<file path="src/rtl/spin_sweep_ctrl.sv">
// spin_sweep_ctrl
//   Sequencer for the column dot-product engine of the Ising solver.
//   Walks the J matrix one column at a time: reads the column, starts the
//   engine, waits for its result, then updates one spin in place
//   (Gauss-Seidel order). Full sweeps repeat until a sweep produces no flip
//   or the sweep limit is reached.
//
//   Optional build macro: SPIN_SWEEP_TIMEOUT_EN
//     Adds a per-column watchdog (TIMEOUT cycles in WAIT) and the
//     timeout_err output. Left undefined, WAIT waits indefinitely.
//
//   Ports
//     clk, rst        clock, synchronous active-high reset
//     start           begin solve (accepted only when idle)
//     max_sweeps_i    sweep limit, latched at start (0 behaves as 1)
//     e_p_i           energy threshold, latched at start
//     sigma_init_i    initial spins, latched at start (1 = +1)
//     jmem_rd_en      J column read strobe
//     jmem_addr       column index
//     mm_start        one-cycle engine start
//     mm_e_p          latched threshold to the engine
//     mm_sigma        current spin vector to the engine
//     mm_dot_result   signed engine result
//     mm_done         engine completion (only observed in WAIT)
//     mm_flag         engine threshold flag
//     busy            solve in progress (through DONE)
//     done            one-cycle completion pulse
//     converged       last sweep had no flips
//     sweep_cnt       sweeps completed
//     flip_cnt        flips in current/last sweep
//     timeout_err     watchdog expired (only with SPIN_SWEEP_TIMEOUT_EN)
module spin_sweep_ctrl #(
  parameter int VECTOR_WIDTH = 256,
  parameter int N            = 8,
  parameter int ACC_WIDTH    = N + 2*$clog2(VECTOR_WIDTH),
  parameter int SWEEP_W      = 16
`ifdef SPIN_SWEEP_TIMEOUT_EN
  , parameter int TIMEOUT    = 4*VECTOR_WIDTH*VECTOR_WIDTH
`endif
) (
  input  logic                            clk,
  input  logic                            rst,
  input  logic                            start,
  input  logic [SWEEP_W-1:0]              max_sweeps_i,
  input  logic [ACC_WIDTH:0]              e_p_i,
  input  logic [VECTOR_WIDTH-1:0]         sigma_init_i,
  output logic                            jmem_rd_en,
  output logic [$clog2(VECTOR_WIDTH)-1:0] jmem_addr,
  output logic                            mm_start,
  output logic [ACC_WIDTH:0]              mm_e_p,
  output logic [VECTOR_WIDTH-1:0]         mm_sigma,
  input  logic signed [ACC_WIDTH:0]       mm_dot_result,
  input  logic                            mm_done,
  input  logic                            mm_flag,
  output logic                            busy,
  output logic                            done,
  output logic                            converged,
  output logic [SWEEP_W-1:0]              sweep_cnt,
`ifdef SPIN_SWEEP_TIMEOUT_EN
  output logic                            timeout_err,
`endif
  output logic [$clog2(VECTOR_WIDTH):0]   flip_cnt
);

  localparam int AW = $clog2(VECTOR_WIDTH);
  localparam logic [AW-1:0] LAST_COL = AW'(VECTOR_WIDTH - 1);

  typedef enum logic [2:0] {
    S_IDLE, S_RD_COL, S_START, S_WAIT, S_UPDATE, S_SWEEP_END, S_DONE
  } state_t;

  state_t                   r_state, w_next;
  logic [AW-1:0]            r_col;
  logic [VECTOR_WIDTH-1:0]  r_sigma;
  logic [ACC_WIDTH:0]       r_e_p;
  logic [SWEEP_W-1:0]       r_max;
  logic [SWEEP_W-1:0]       r_sweep;
  logic [AW:0]              r_flip;
  logic                     r_conv;
  logic signed [ACC_WIDTH:0] r_h;
  logic                     r_flag;
  logic [SWEEP_W-1:0]       w_sweep_inc;
  logic                     w_old, w_new;
  logic                     w_timeout;

`ifdef SPIN_SWEEP_TIMEOUT_EN
  localparam int WDW = $clog2(TIMEOUT + 1);
  logic [WDW-1:0] r_wdog;
  logic           r_terr;
  assign w_timeout   = (r_wdog == WDW'(TIMEOUT - 1));
  assign timeout_err = r_terr;
`else
  assign w_timeout   = 1'b0;
`endif

  assign w_sweep_inc = r_sweep + 1'b1;
  assign w_old       = r_sigma[r_col];

  // Flag wins; otherwise sign of h decides, and h == 0 keeps the old spin.
  always_comb begin
    w_new = w_old;
    if (r_flag)              w_new = 1'b1;
    else if (r_h != '0)      w_new = ~r_h[ACC_WIDTH];
  end

  always_comb begin
    w_next = r_state;
    case (r_state)
      S_IDLE:      if (start) w_next = S_RD_COL;
      S_RD_COL:    w_next = S_START;
      S_START:     w_next = S_WAIT;
      S_WAIT: begin
        if (mm_done)        w_next = S_UPDATE;
        else if (w_timeout) w_next = S_DONE;
      end
      S_UPDATE:    w_next = (r_col == LAST_COL) ? S_SWEEP_END : S_RD_COL;
      S_SWEEP_END: w_next = ((r_flip == '0) || (w_sweep_inc == r_max)) ? S_DONE : S_RD_COL;
      S_DONE:      w_next = S_IDLE;
      default:     w_next = S_IDLE;
    endcase
  end

  always_ff @(posedge clk) begin
    if (rst) begin
      r_state <= S_IDLE;
      r_col   <= '0;
      r_sigma <= '0;
      r_e_p   <= '0;
      r_max   <= '0;
      r_sweep <= '0;
      r_flip  <= '0;
      r_conv  <= 1'b0;
      r_h     <= '0;
      r_flag  <= 1'b0;
`ifdef SPIN_SWEEP_TIMEOUT_EN
      r_wdog  <= '0;
      r_terr  <= 1'b0;
`endif
    end else begin
      r_state <= w_next;
      case (r_state)
        S_IDLE: if (start) begin
          r_max   <= (max_sweeps_i == '0) ? SWEEP_W'(1) : max_sweeps_i;
          r_e_p   <= e_p_i;
          r_sigma <= sigma_init_i;
          r_col   <= '0;
          r_sweep <= '0;
          r_flip  <= '0;
          r_conv  <= 1'b0;
`ifdef SPIN_SWEEP_TIMEOUT_EN
          r_terr  <= 1'b0;
`endif
        end
`ifdef SPIN_SWEEP_TIMEOUT_EN
        S_START: r_wdog <= '0;
`endif
        S_WAIT: begin
          if (mm_done) begin
            r_h    <= mm_dot_result;
            r_flag <= mm_flag;
          end
`ifdef SPIN_SWEEP_TIMEOUT_EN
          else if (w_timeout) r_terr <= 1'b1;
          else                r_wdog <= r_wdog + 1'b1;
`endif
        end
        S_UPDATE: begin
          r_sigma[r_col] <= w_new;
          if (w_new != w_old)    r_flip <= r_flip + 1'b1;
          if (r_col != LAST_COL) r_col  <= r_col + 1'b1;
        end
        S_SWEEP_END: begin
          r_sweep <= w_sweep_inc;
          if (r_flip == '0) begin
            r_conv <= 1'b1;
          end else if (w_sweep_inc != r_max) begin
            r_col  <= '0;
            r_flip <= '0;
          end
        end
        default: ;
      endcase
    end
  end

  assign jmem_rd_en = (r_state == S_RD_COL);
  assign jmem_addr  = r_col;
  assign mm_start   = (r_state == S_START);
  assign mm_e_p     = r_e_p;
  assign mm_sigma   = r_sigma;
  assign busy       = (r_state != S_IDLE);
  assign done       = (r_state == S_DONE);
  assign converged  = r_conv;
  assign sweep_cnt  = r_sweep;
  assign flip_cnt   = r_flip;

endmodule

</file>
<file path="config.mk">
export PLATFORM = sky130hd
export DESIGN_NAME = spin_sweep_ctrl
export DESIGN_NICKNAME = d
export VERILOG_FILES = /design/src/rtl/spin_sweep_ctrl.sv
export SDC_FILE = /design/constraint.sdc
export NUM_CORES = 1
export LEC_CHECK = 0
export ABC_CLOCK_PERIOD_IN_PS = 7700
export BUFFER_PORTS_ARGS = -buffer_cell sky130_fd_sc_hd__buf_2
export CORE_AREA = 5 5 245 247
export DETAILED_ROUTE_END_ITERATION = 8
export DIE_AREA = 0 0 250 252
export GPL_ROUTABILITY_DRIVEN = 0
export HOLD_SLACK_MARGIN = 0.12
export PLACE_DENSITY_LB_ADDON = 0.3
export SKIP_CTS_REPAIR_TIMING = 1
export SYNTH_ARGS = -nofsm -noshare
export SYNTH_HDL_FRONTEND = slang
export SYNTH_SLANG_ARGS = --single-unit
</file>
<file path="constraint.sdc">
create_clock -name clk -period 7.7 [get_ports clk]
set_clock_uncertainty 0.05 [all_clocks]
set_input_delay 1.54 -clock clk [delete_from_list [all_inputs] [get_ports clk]]
set_output_delay 1.54 -clock clk [all_outputs]
set_load 0.02 [all_outputs]
</file>
==> reports/results.txt <==
Core box area - 57400 µm²
CP max stage cell - nor2_2
Post-synth top flop - dfxtp_1
Fin. Hold Viols - 0
Largest fanout on the critical path - 68
Clk buf depth - 3
Clk root buf - clkbuf_16
Dpl cell area - 23400 µm²
Final core utilization - 43.5%
Initial antenna violation count - 10
IO Port Bufs - 645
P per Cell Area - 215 nW/µm²
Num CTS Buffers - 44
Avg Inst Size Synth - 7.91 µm²
Worst path bufs/invs - 3
Top cells by area, synth - dfxtp_1, nand2_1, a21oi_1
Final setup TNS - 0 ns
Via Count - 23161
Yosys reg bits - 360
Yosys Warn Count - 0
Static Leak - 9.94 nW
DR iter-0 viols - 3120
GRT Overall Usage - 30.7%
Clk_lat worst skew - 0.59 ns
Filler cells - 5845
Hold Crit Class - reg -> reg
Most common cell in the netlist - nand2_1
Relative slew slack - 15.2%
Die height - 252 µm
Final setup viols - 0
Mapped cell area - 19800 µm²
CP most frequent cell - buf_4
Vias/cell - 6.15
HPWL Detailed - 72700 µm
Share of cells above drive strength 1 - 28.8%
Sequential share of the synthesized area - 36.4%
Slew Limit Fails - 0
Global-route wire length before repair - 148000 µm
CP delay by family, top - simple AND/OR/NAND/NOR gates
Final min period - 5.93 ns
Initial Util - 34.5%
Post-Syn Instances - 2505
Routed WL - 104000 µm
ANT nets after route - 0
Layout area overhead - 25.8%
Final instance area - 24900 µm²
H-tree depth - 2
Fmax - 169 MHz
Syn Nets - 2839
CP endpoint kind - flip-flop
Period utilization - 77.0%
Grt total ovfl - 0
Synth cell count leaders - nand2_1, dfxtp_1, a21oi_1, clkbuf_1, nor2_1
Layout Nets - 3296
Yosys top cell by area - dfxtp_1
TritonRoute pass-1 iters - 7
Num rows - 88
CP max stage delay - 1.11 ns
Die ar. - 63000 µm²
Maxcap violations - 0
Peak VDD IR - 0.000176 V
CP Data Required Time - 8.04 ns
I/O pin cnt - 646
Area share of the largest cell type after synthesis - 36.4%
Startpoint type of the worst setup path - flip-flop
EDFF count, synth - 0
Worst-Margin Slew - 1.27 ns
Remaining DRCs - 0
CTS tree - built
Critical path, cell by cell - buf_4 > buf_4 > mux2i_1 > a22oi_1 > nand2_1 > o22ai_1 > o21ai_0 > nand4_1 > a21boi_4 > o21ai_4 > buf_4 > nor2_2 > a311oi_1
Ys async rst share - 0%
WS Path Type - reg -> reg
Status - finished, final reports clean
# clock sinks - 360
Vias in the first global route - 21215
Avg WL per Cell - 27.8 µm
Synth unique cells - 66
Clock-pin slew on the worst setup and hold paths - 0.06 ns
RSZ-0062 raised after global routing - false
Largest net degree at the start of global routing - 221
Arrival @ worst endpoint - 6.27 ns
Die width - 250 µm
worst paths after layout:
check                                  from                        end  slack (ns)  depth (start not counted)
hold reg to reg     mm_e_p[19]$_SDFFE_PP0P_    mm_e_p[19]$_SDFFE_PP0P_        0.40                          2
setup / recovery  jmem_addr[1]$_SDFFE_PP0P_  mm_sigma[11]$_SDFFE_PP0P_        1.77                         13
hold / removal      mm_e_p[19]$_SDFFE_PP0P_    mm_e_p[19]$_SDFFE_PP0P_        0.40                          2
setup reg to reg  jmem_addr[1]$_SDFFE_PP0P_  mm_sigma[11]$_SDFFE_PP0P_        1.77                         13
placed cells by master, fill, tap and decap left out, drive strengths merged, types with 30 or more instances in the layout:
master / n
dfxtp: 360
mux2i: 64
buf: 693
a21oi: 259
nand2: 429
a221oi: 138
and3: 30
a22oi: 70
nand3: 105
nor2: 204
clkbuf: 64
o21ai: 50
a31oi: 74
a311oi: 125
mux4: 38
nor3: 36
o211ai: 53
worst register-to-register path: stages, from the launching register on:
cell      delay, ns
dfxtp_4        0.97
buf_4          0.78
buf_4          0.40
mux2i_1        0.22
a22oi_1        0.10
nand2_1        0.12
o22ai_1        0.08
o21ai_0        0.29
nand4_1        0.33
a21boi_4       0.37
o21ai_4        0.20
buf_4          0.48
nor2_2         1.14
a311oi_1       0.22
registers in the layout, summed over array words and instances (netlist names):
register	count
r_max	16
r_flag	1
mm_sigma	256
r_h	25
flip_cnt	9
jmem_addr	8
sweep_cnt	16
converged	1
r_state	3
mm_e_p	25
power breakdown:
| group | internal, W | switching [W] | total [W] |
|---|---|---|---|
| clock | 0.00129 | 0.000893 | 0.00218 |
| combinational | 0.000370 | 0.000676 | 0.00105 |
| sequential | 0.00199 | 0.000137 | 0.00213 |
| total | 0.00365 | 0.00171 | 0.00535 |
cells by family (layout without fill, tap and decap cells):
kind of cell	Yosys count	after routing	synth area share, %
compound gates	823	823	28.8
xor+xnor	22	22	0.972
fa+ha+maj	7	7	0.442
buf+inv	293	782	6.04
flops	360	360	36.4
mux	107	107	7.85
other cells	0	6	0
simple gates	893	893	19.6
cell type report:
cell class,instances,area [µm²],area share [%]
Antenna cell,6,15.0,0.0602
Sequential cell,360,7210,28.9
Tap cell,765,957,3.84
Inverter,11,41.3,0.166
Multi-Input combinational cell,1852,11600,46.5
Clock inverter,14,165,0.662
Clock buffer,64,1320,5.29
Timing Repair Buffer,693,3640,14.6
routing by layer:
| metal | up-vias | GRT usage (%) | wire length [µm] |
|---|---|---|---|
| li1 | 10321 | - | - |
| met1 | 10987 | 39.0 | 39800 |
| met2 | 1570 | 49.5 | 47800 |
| met3 | 275 | 8.62 | 11900 |
| met4 | 8 | 12.7 | 4880 |
| met5 | - | 0 | 61 |
through the flow:
stage | hold WS, ns | setup slack, ns | instances | total power [W]
2_1_floorplan | 0.386 | 4.10 | 2505 | 0.00276
3_3_place_gp | 0.389 | 2.11 | 3681 | 0.00319
3_5_place_dp | 0.395 | 1.95 | 3681 | 0.00320
4_1_cts | 0.403 | 1.92 | 3759 | 0.00537
5_1_grt | 0.422 | 1.57 | 3760 | 0.00554
6_report | 0.400 | 1.77 | 3765 | 0.00535
No activity file was read; power rests on OpenSTA's default activity.
